==> config.mk <==
export PLATFORM = sky130hd
export DESIGN_NAME = i2c_slave_byte_ctrl
export DESIGN_NICKNAME = d
export VERILOG_FILES = /design/src/rtl/i2c_pkg.sv /design/src/rtl/i2c_cond_det.sv /design/src/rtl/i2c_slave_byte_ctrl.sv
export SDC_FILE = /design/constraint.sdc
export NUM_CORES = 1
export LEC_CHECK = 0
export CAP_MARGIN = 10
export CORE_UTILIZATION = 50
export CTS_BUF_LIST = sky130_fd_sc_hd__clkbuf_4 sky130_fd_sc_hd__clkbuf_8
export CTS_CLUSTER_SIZE = 25
export DETAILED_ROUTE_END_ITERATION = 8
export PLACE_DENSITY = 0.76
export SETUP_SLACK_MARGIN = 0.2
export SYNTH_ARGS = -nofsm -noshare
export SYNTH_HDL_FRONTEND = slang
export SYNTH_SLANG_ARGS = --single-unit
==> constraint.sdc <==
create_clock -name CLK -period 1.55 [get_ports CLK]
set_input_delay 0.31 -clock CLK [delete_from_list [all_inputs] [get_ports CLK]]
set_output_delay 0.31 -clock CLK [all_outputs]
set_load 0.01 [all_outputs]
==> src/rtl/i2c_pkg.sv <==
// Shared definitions for the I2C slave byte controller: FSM encoding,
// ACK/NACK bus levels and byte/counter widths.
package i2c_pkg;

    localparam int BYTE_W = 8;

    localparam logic I2C_ACK  = 1'b0;
    localparam logic I2C_NACK = 1'b1;

    // bit_cnt holds 0..BYTE_W, so four bits are enough for a byte
    localparam logic [3:0] CNT_LAST = 4'(BYTE_W - 1);
    localparam logic [3:0] CNT_FULL = 4'(BYTE_W);

    typedef enum logic [2:0] {
        IDLE,
        ADDR,
        ADDR_ACK,
        RX,
        RX_ACK,
        TX,
        TX_ACK
    } state_e;

endpackage

==> src/rtl/i2c_cond_det.sv <==
// START/STOP detector on the synchronized bus: compares SDA against its
// one-cycle-delayed copy while SCL is high.
module i2c_cond_det (
    input  logic clk_i,
    input  logic rst_i,
    input  logic scl_i,
    input  logic sda_i,
    output logic start_o,
    output logic stop_o
);

    logic sda_q;

    // Reset to the idle-bus level so leaving reset never fakes a STOP.
    always_ff @(posedge clk_i or posedge rst_i) begin
        if (rst_i) begin
            sda_q <= 1'b1;
        end else begin
            sda_q <= sda_i;
        end
    end

    assign start_o = scl_i &  sda_q & ~sda_i;
    assign stop_o  = scl_i & ~sda_q &  sda_i;

endmodule

==> src/rtl/i2c_slave_byte_ctrl.sv <==
// Byte-level I2C slave: address match, write reception with ACK and read
// transmission with master ACK/NACK, driven by mid-HIGH/mid-LOW SCL strobes.
module i2c_slave_byte_ctrl
    import i2c_pkg::*;
#(
    parameter logic [6:0] SLV_ADDR = 7'h3C
) (
    input  logic              CLK,
    input  logic              RST,
    input  logic              I_SCL,
    input  logic              I_SDA,
    input  logic              I_MDL_HG_IO_SCL,
    input  logic              I_MDL_LW_IO_SCL,
    input  logic [BYTE_W-1:0] I_TX_DATA,
    output logic              O_SDA_OE,
    output logic [BYTE_W-1:0] O_RX_DATA,
    output logic              O_RX_VLD,
    output logic              O_TX_REQ,
    output logic              O_RW,
    output logic              O_ADDR_MATCH,
    output logic              O_BUSY,
    output logic              O_START,
    output logic              O_STOP
);

    state_e            state_q, state_d;
    logic [3:0]        bit_cnt_q, bit_cnt_d;
    logic [BYTE_W-1:0] shift_q, shift_d;
    logic              ack_ph_q, ack_ph_d;
    logic              sda_oe_q, sda_oe_d;
    logic [BYTE_W-1:0] rx_data_q, rx_data_d;
    logic              rx_vld_q, rx_vld_d;
    logic              tx_req_q, tx_req_d;
    logic              rw_q, rw_d;
    logic              addr_match_q, addr_match_d;
    logic              busy_q, busy_d;
    logic              start_q, start_d;
    logic              stop_q, stop_d;

    logic              start_det;
    logic              stop_det;
    logic              mid_hg;
    logic              mid_lw;
    logic [BYTE_W-1:0] shifted_in;

    i2c_cond_det u_cond_det (
        .clk_i   (CLK),
        .rst_i   (RST),
        .scl_i   (I_SCL),
        .sda_i   (I_SDA),
        .start_o (start_det),
        .stop_o  (stop_det)
    );

    assign mid_hg     = I_MDL_HG_IO_SCL;
    assign mid_lw     = I_MDL_LW_IO_SCL;
    assign shifted_in = {shift_q[BYTE_W-2:0], I_SDA};

    always_comb begin
        state_d      = state_q;
        bit_cnt_d    = bit_cnt_q;
        shift_d      = shift_q;
        ack_ph_d     = ack_ph_q;
        sda_oe_d     = sda_oe_q;
        rx_data_d    = rx_data_q;
        rx_vld_d     = 1'b0;
        tx_req_d     = 1'b0;
        rw_d         = rw_q;
        addr_match_d = 1'b0;
        busy_d       = busy_q;
        start_d      = start_det;
        stop_d       = stop_det;

        if (start_det) begin
            state_d   = ADDR;
            bit_cnt_d = '0;
            ack_ph_d  = 1'b0;
            sda_oe_d  = 1'b0;
            busy_d    = 1'b1;
        end else if (stop_det) begin
            state_d   = IDLE;
            bit_cnt_d = '0;
            ack_ph_d  = 1'b0;
            sda_oe_d  = 1'b0;
            busy_d    = 1'b0;
        end else begin
            unique case (state_q)
                IDLE: begin
                end

                ADDR: begin
                    if (mid_hg) begin
                        shift_d   = shifted_in;
                        bit_cnt_d = bit_cnt_q + 4'd1;
                        if (bit_cnt_q == CNT_LAST) begin
                            if (shifted_in[BYTE_W-1:1] == SLV_ADDR) begin
                                rw_d         = shifted_in[0];
                                addr_match_d = 1'b1;
                                ack_ph_d     = 1'b0;
                                state_d      = ADDR_ACK;
                            end else begin
                                state_d = IDLE;
                            end
                        end
                    end
                end

                // ack_ph_q marks that the ACK is already on the bus; the
                // following mid-LOW starts the data phase.
                ADDR_ACK: begin
                    if (mid_lw) begin
                        if (!ack_ph_q) begin
                            sda_oe_d = 1'b1;
                            ack_ph_d = 1'b1;
                        end else begin
                            ack_ph_d  = 1'b0;
                            bit_cnt_d = '0;
                            if (rw_q) begin
                                shift_d  = I_TX_DATA;
                                sda_oe_d = ~I_TX_DATA[BYTE_W-1];
                                state_d  = TX;
                            end else begin
                                sda_oe_d = 1'b0;
                                state_d  = RX;
                            end
                        end
                    end else if (mid_hg && ack_ph_q && rw_q) begin
                        tx_req_d = 1'b1;
                    end
                end

                RX: begin
                    if (mid_hg) begin
                        shift_d   = shifted_in;
                        bit_cnt_d = bit_cnt_q + 4'd1;
                        if (bit_cnt_q == CNT_LAST) begin
                            rx_data_d = shifted_in;
                            rx_vld_d  = 1'b1;
                            ack_ph_d  = 1'b0;
                            state_d   = RX_ACK;
                        end
                    end
                end

                RX_ACK: begin
                    if (mid_lw) begin
                        if (!ack_ph_q) begin
                            sda_oe_d = 1'b1;
                            ack_ph_d = 1'b1;
                        end else begin
                            sda_oe_d  = 1'b0;
                            ack_ph_d  = 1'b0;
                            bit_cnt_d = '0;
                            state_d   = RX;
                        end
                    end
                end

                // shift_q[MSB] is the bit currently on the bus; bit_cnt
                // counts bits the master has already sampled.
                TX: begin
                    if (mid_lw) begin
                        if (bit_cnt_q == CNT_FULL) begin
                            sda_oe_d = 1'b0;
                            ack_ph_d = 1'b0;
                            state_d  = TX_ACK;
                        end else begin
                            shift_d  = {shift_q[BYTE_W-2:0], 1'b0};
                            sda_oe_d = ~shift_q[BYTE_W-2];
                        end
                    end else if (mid_hg && (bit_cnt_q != CNT_FULL)) begin
                        bit_cnt_d = bit_cnt_q + 4'd1;
                    end
                end

                TX_ACK: begin
                    if (mid_hg && !ack_ph_q) begin
                        if (I_SDA == I2C_ACK) begin
                            tx_req_d = 1'b1;
                            ack_ph_d = 1'b1;
                        end else begin
                            sda_oe_d = 1'b0;
                            state_d  = IDLE;
                        end
                    end else if (mid_lw && ack_ph_q) begin
                        shift_d   = I_TX_DATA;
                        sda_oe_d  = ~I_TX_DATA[BYTE_W-1];
                        bit_cnt_d = '0;
                        ack_ph_d  = 1'b0;
                        state_d   = TX;
                    end
                end

                default: begin
                    state_d = IDLE;
                end
            endcase
        end
    end

    always_ff @(posedge CLK or posedge RST) begin
        if (RST) begin
            state_q      <= IDLE;
            bit_cnt_q    <= '0;
            shift_q      <= '0;
            ack_ph_q     <= 1'b0;
            sda_oe_q     <= 1'b0;
            rx_data_q    <= '0;
            rx_vld_q     <= 1'b0;
            tx_req_q     <= 1'b0;
            rw_q         <= 1'b0;
            addr_match_q <= 1'b0;
            busy_q       <= 1'b0;
            start_q      <= 1'b0;
            stop_q       <= 1'b0;
        end else begin
            state_q      <= state_d;
            bit_cnt_q    <= bit_cnt_d;
            shift_q      <= shift_d;
            ack_ph_q     <= ack_ph_d;
            sda_oe_q     <= sda_oe_d;
            rx_data_q    <= rx_data_d;
            rx_vld_q     <= rx_vld_d;
            tx_req_q     <= tx_req_d;
            rw_q         <= rw_d;
            addr_match_q <= addr_match_d;
            busy_q       <= busy_d;
            start_q      <= start_d;
            stop_q       <= stop_d;
        end
    end

    assign O_SDA_OE     = sda_oe_q;
    assign O_RX_DATA    = rx_data_q;
    assign O_RX_VLD     = rx_vld_q;
    assign O_TX_REQ     = tx_req_q;
    assign O_RW         = rw_q;
    assign O_ADDR_MATCH = addr_match_q;
    assign O_BUSY       = busy_q;
    assign O_START      = start_q;
    assign O_STOP       = stop_q;

endmodule
After elaboration in Yosys (flattened, before gate mapping)
Index checks and enable logic that the tools add are counted.

word-level totals
  register bits = 32

cells by class
  reductions and logical operators = 21
  equal/unequal tests = 40
  mux-type cells = 83
  bitwise logic cells = 10
  $add $sub $neg = 1

operators with widths
  cell                                                                      number
  4-bit inequality test (second input constant)                             16
  7-bit two-way mux                                                         8
  3-bit two-way mux                                                         16
  1-bit two-way mux                                                         43
  4-bit two-way mux                                                         9
  7-bit case mux with 4 select lines                                        1
  11-bit AND reduction                                                      2
  3-bit case mux with 7 select lines                                        1
  4-bit case mux with 4 select lines                                        1
  5-bit inequality test (second input constant)                             3
  2-bit inequality test (second input constant)                             7
  13-bit AND reduction                                                      1
  4-bit by 1-bit inequality test with 1-bit output (second input constant)  3
  6-bit AND reduction                                                       2
  6-bit nonzero test                                                        2
  3-bit == test (second input constant)                                     3
  8-bit AND reduction                                                       1
  7-bit by 6-bit == test with 1-bit output (second input constant)          1
  7-bit nonzero test                                                        1
  3-bit by 2-bit == test with 1-bit output (second input constant)          2
  1-bit inverter                                                            6
  1-bit logical AND                                                         5
  1-bit case mux with 5 select lines                                        1
  5-bit AND reduction                                                       1
  15 further kinds                                                          19

Depth between registers and ports, before layout
  word-level depth = 7
  depth in mapped cells = 7

Hierarchy
Synthesis repeated with hierarchy kept, for this count alone.

unflattened totals
  cell total of the unflattened synthesis = 190
  area total of the unflattened synthesis = 1823.0 µm²

modules (own cells, without submodules)
  module               cells an instance  instances  area each (µm²)
  i2c_slave_byte_ctrl  186                1          1775.5
  i2c_cond_det         4                  1          47.5

Least setup slack after synthesis
No wires, ideal clock.

  kind = register to register
  from = reg bit_cnt_q[0]
  to = reg shift_q[0]
  arrival time = 1.595 ns
  path slack = -0.170 ns
  cell stages (with the launch flop) = 8
  required time = 1.425 ns
  path buffers = 0
  cell sequence = dfrtp_1 > inv_1 > ha_1 > nand3b_1 > nand2_1 > a311oi_4 > nand2_4 > mux2_4

on the way
  cells in the longest elaborated chain, start to end = 3

RTL lines
  element                          line                        RTL
  start: declaration               i2c_slave_byte_ctrl.sv:27   logic [3:0] bit_cnt_q, bit_cnt_d;
  start signal: assignment         i2c_slave_byte_ctrl.sv:218  bit_cnt_q <= bit_cnt_d;
  4-bit == test                    i2c_slave_byte_ctrl.sv:163  if (bit_cnt_q == CNT_FULL) begin
  2-bit inequality test (no line)  --
  11-bit AND reduction (no line)   --
  end signal: assignment           i2c_slave_byte_ctrl.sv:219  shift_q <= shift_d;
  end: declaration                 i2c_slave_byte_ctrl.sv:28   logic [BYTE_W-1:0] shift_q, shift_d;

Every way passes these cells.
A chain may end at the register's enable or synchronous reset.

Worst setup path in the final report
  from = reg bit_cnt_q[0]
  to = reg state_q[0]

on the way
  cells in the longest elaborated chain, start to end = 3

RTL lines
  element                                                                    line                                                                               RTL
  4-bit == test or 4-bit by 3-bit == test with 1-bit output (tied branches)  i2c_slave_byte_ctrl.sv:163, i2c_slave_byte_ctrl.sv:95, i2c_slave_byte_ctrl.sv:136
  4-bit inequality test (no line)                                            --
  13-bit AND reduction (no line) (*)                                         --
  end signal: assignment                                                     i2c_slave_byte_ctrl.sv:217                                                         state_q <= state_d;
  end: declaration                                                           i2c_slave_byte_ctrl.sv:26                                                          state_e state_q, state_d;

Mark *: on every way between the ends. The rest lies on a longest branch, timed or not.

==> reports/results.ini <==
[logic_synthesis]
ys_async_sr_fraction_pct = 100
ys_top_cells_by_area = dfrtp_1 42%, mux2_4 11%, mux2_2 4.2%, inv_1 3.2%, a211oi_1 2.4%
yosysUniqueCellTypes = 50
avgSynthCellArea_um2 = 10.6
yosysMostFrequentCell = dfrtp_1
syn_area_mm2 = 0.00186
synth_edf_count = 0
synth_nets = 192
synthTopCellsByCount = 31 x dfrtp_1, 16 x inv_1, 14 x mux2_4
synth_ff_type = dfrtp_1
synth_top_area_share_pct = 41.8
synth.largest_area_cell = dfrtp_1
synth-seq-cells = 32
ys_seq_area_share_pct = 43.2
syn-instance-count = 176
yosysWarnings = 0

[sta]
tightest_slew_ns = 0.368
fin_ws_ns = -0.298
max_freq_mhz = 541
rsz0062_at_grt = true
finalCritPeriodShare_pct = 119
relSlewSlack_pct = 75.4
final_max_slew_viol_count = 0
setup_viol = 25
clock-skew-final_ns = 0.00283
finalCriticalPeriod_ns = 1.85
hold_viol = 0
hold-worst-slack_ns = 0.390

[die]
core_mm2 = 0.00344
num_io_pins = 30
dieArea_mm2 = 0.00396
start_util_pct = 54.0
die_x_um = 63.0
die_h_um = 63.0
num_rows = 21

[finish]
final_area_mm2 = 0.00299
final_nets = 284
final_cells = 315
drive_above_1_share_pct = 51.3
post-route-util_pct = 86.9
fill_cells = 153
antenna_cells = 0
area_growth_syn_to_layout_pct = 60.9

[pwr]
powerDensity_mw_per_mm2 = 1670
p_leak_nw = 1.48
swShare_pct = 38.9
max-vdd-ir-drop_uv = 1220
p_comb_share_pct = 58.3
power.net_switching_mw = 1.94
internal-power_mw = 3.06
p_clk_share_pct = 16.7
seqPwrFrac_pct = 25.0

[setup_path]
critPathLaunchType = flop
cp.arrival_ns = 2.02
crit_path_end_kind = flop
cp_max_fo = 6
crit_start = bit_cnt_q[0]
reg2regPathDepth = 7
r2r_start = bit_cnt_q[0]
required_ns = 1.72
r2r-end = state_q[0]
rrSetupSlack_ns = -0.30
critical_path_class = flop to flop

[place]
io_buffer_count = 29
gp_congestion = 0.951
place_inst = 292
dp_hpwl_um = 4000
placed_cell_area_mm2 = 0.00259

[run_status]
outcome = finished with violations
violations = setup timing

[route]
dr.pass1.iters = 5
drcViolationCount = 0
drt-total-wl_um = 6860
wl_per_cell_um = 21.8
drt_iter0_markers = 160
postRouteAntennaNets = 0
vias_per_cell = 6.02
via_count = 1895

[cts]
cts_buffer_depth = 2
insertion_delay_ns = 0.29
cts_sinks = 32
ctsHtreeMaxLevel = 2
cts_root_buf = clkbuf_8
cts.clk_slew.worst_paths_ns = 0.07
holdBufCountCts = 0
cts_buffers = 5
cts_tree = done

[grt]
grt_use_total_pct = 34.3
grt_first_pass_wirelength_um = 10000
grt_max_degree = 33
first_global_vias = 1872
globalRouteOverflowTotal = 0
antenna_found_initial = 0

[run]
maxCapViolations = 0

[worst_hold_path]
hold_path_class = input pin to async pin

critical path: stages, from the launching register on:
cell and delay [ns]:
dfrtp_1 0.39, buf_6 0.12, ha_4 0.14, nand4b_1 0.23
a22oi_2 0.28, o2111a_2 0.33, o211ai_1 0.12, o31a_1 0.13
cell type report:
class | instances | area, µm² | area share [%]
inverters | 16 | 60.1 | 2.01
repair buffers | 93 | 795 | 26.6
clock buffers | 6 | 76.3 | 2.55
flip-flops and latches | 32 | 806 | 26.9
well taps | 46 | 57.6 | 1.92
multi-input cells | 120 | 1160 | 38.8
clock inverters | 2 | 35.0 | 1.17
power groups by stage:
| stage | combinational [mW] | sequential (mW) | clock (mW) |
|---|---|---|---|
| after floorplan | 1.38 | 1.20 | 0 |
| after detailed placement | 2.24 | 1.21 | 0 |
| after global routing | 3.05 | 1.26 | 0.877 |
| after CTS | 2.47 | 1.21 | 0.814 |
| after global placement | 2.14 | 1.19 | 0 |
| final | 2.92 | 1.25 | 0.834 |
repair_timing:
action                     CTS  global route
resized for setup           48            20
setup endpoints to repair   44            28
pin swaps                   12             9
cloned                       0             0
buffers inserted             9             6
how the worst max path moves through the flow:
stage / slack, ns / end
floorplan: -0.07 / shift_q[0]
global placement: -0.48 / shift_q[3]
detailed placement: -0.53 / shift_q[6]
CTS: -0.17 / shift_q[2]
global route: -0.32 / state_q[0]
finish: -0.30 / state_q[0]
placed cells by master, fill, tap and decap left out, types with 4 or more instances in the layout:
| cell type | n |
|---|---|
| mux2_4 | 16 |
| nor2_1 | 9 |
| dlygate4sd2_1 | 18 |
| nand2_1 | 10 |
| buf_4 | 56 |
| clkdlybuf4s50_1 | 10 |
| dfrtp_1 | 28 |
| mux2_2 | 5 |
| a21oi_1 | 6 |
| inv_1 | 15 |
| buf_6 | 5 |
| clkbuf_8 | 5 |
| a211oi_2 | 4 |
state kept, by name (all words and copies together), names as in the netlist:
name	flops
shift_q	7
O_RX_VLD	1
u_cond_det.sda_q	1
bit_cnt_q	4
O_START	1
O_STOP	1
O_SDA_OE	1
O_ADDR_MATCH	1
O_RX_DATA	8
state_q	3
O_BUSY	1
O_TX_REQ	1
ack_ph_q	1
O_RW	1
metal layers:
metal | vias to the layer above | routed length (µm) | global-route usage (%)
li1 | 817 | - | -
met1 | 961 | 2870 | 44.8
met2 | 105 | 3400 | 55.1
met3 | 12 | 473 | 7.66
met4 | 0 | 114 | 12.8
met5 | - | 0 | 0
cells by family (layout without fill, tap and decap cells):
| group | count (synthesis) | after routing | share of synthesized area, % |
|---|---|---|---|
| and+or+nand+nor | 54 | 54 | 15.3 |
| AOI/OAI and AO/OA | 40 | 40 | 17.3 |
| DFF | 32 | 32 | 43.2 |
| muxes | 24 | 24 | 17.2 |
| buffers and inverters | 24 | 117 | 5.72 |
| adders and majority gates | 2 | 2 | 1.35 |
through the flow:
step / TNS (ns) / power (mW) / setup slack [ns]
floorplan: -0.713 / 2.58 / -0.0730
detailed placement: -12.22 / 3.46 / -0.533
global placement: -10.97 / 3.33 / -0.480
finish: -5.35 / 5.00 / -0.298
CTS: -3.16 / 4.49 / -0.168
global route: -6.59 / 5.19 / -0.322
(Power assumes the default switching activity.)
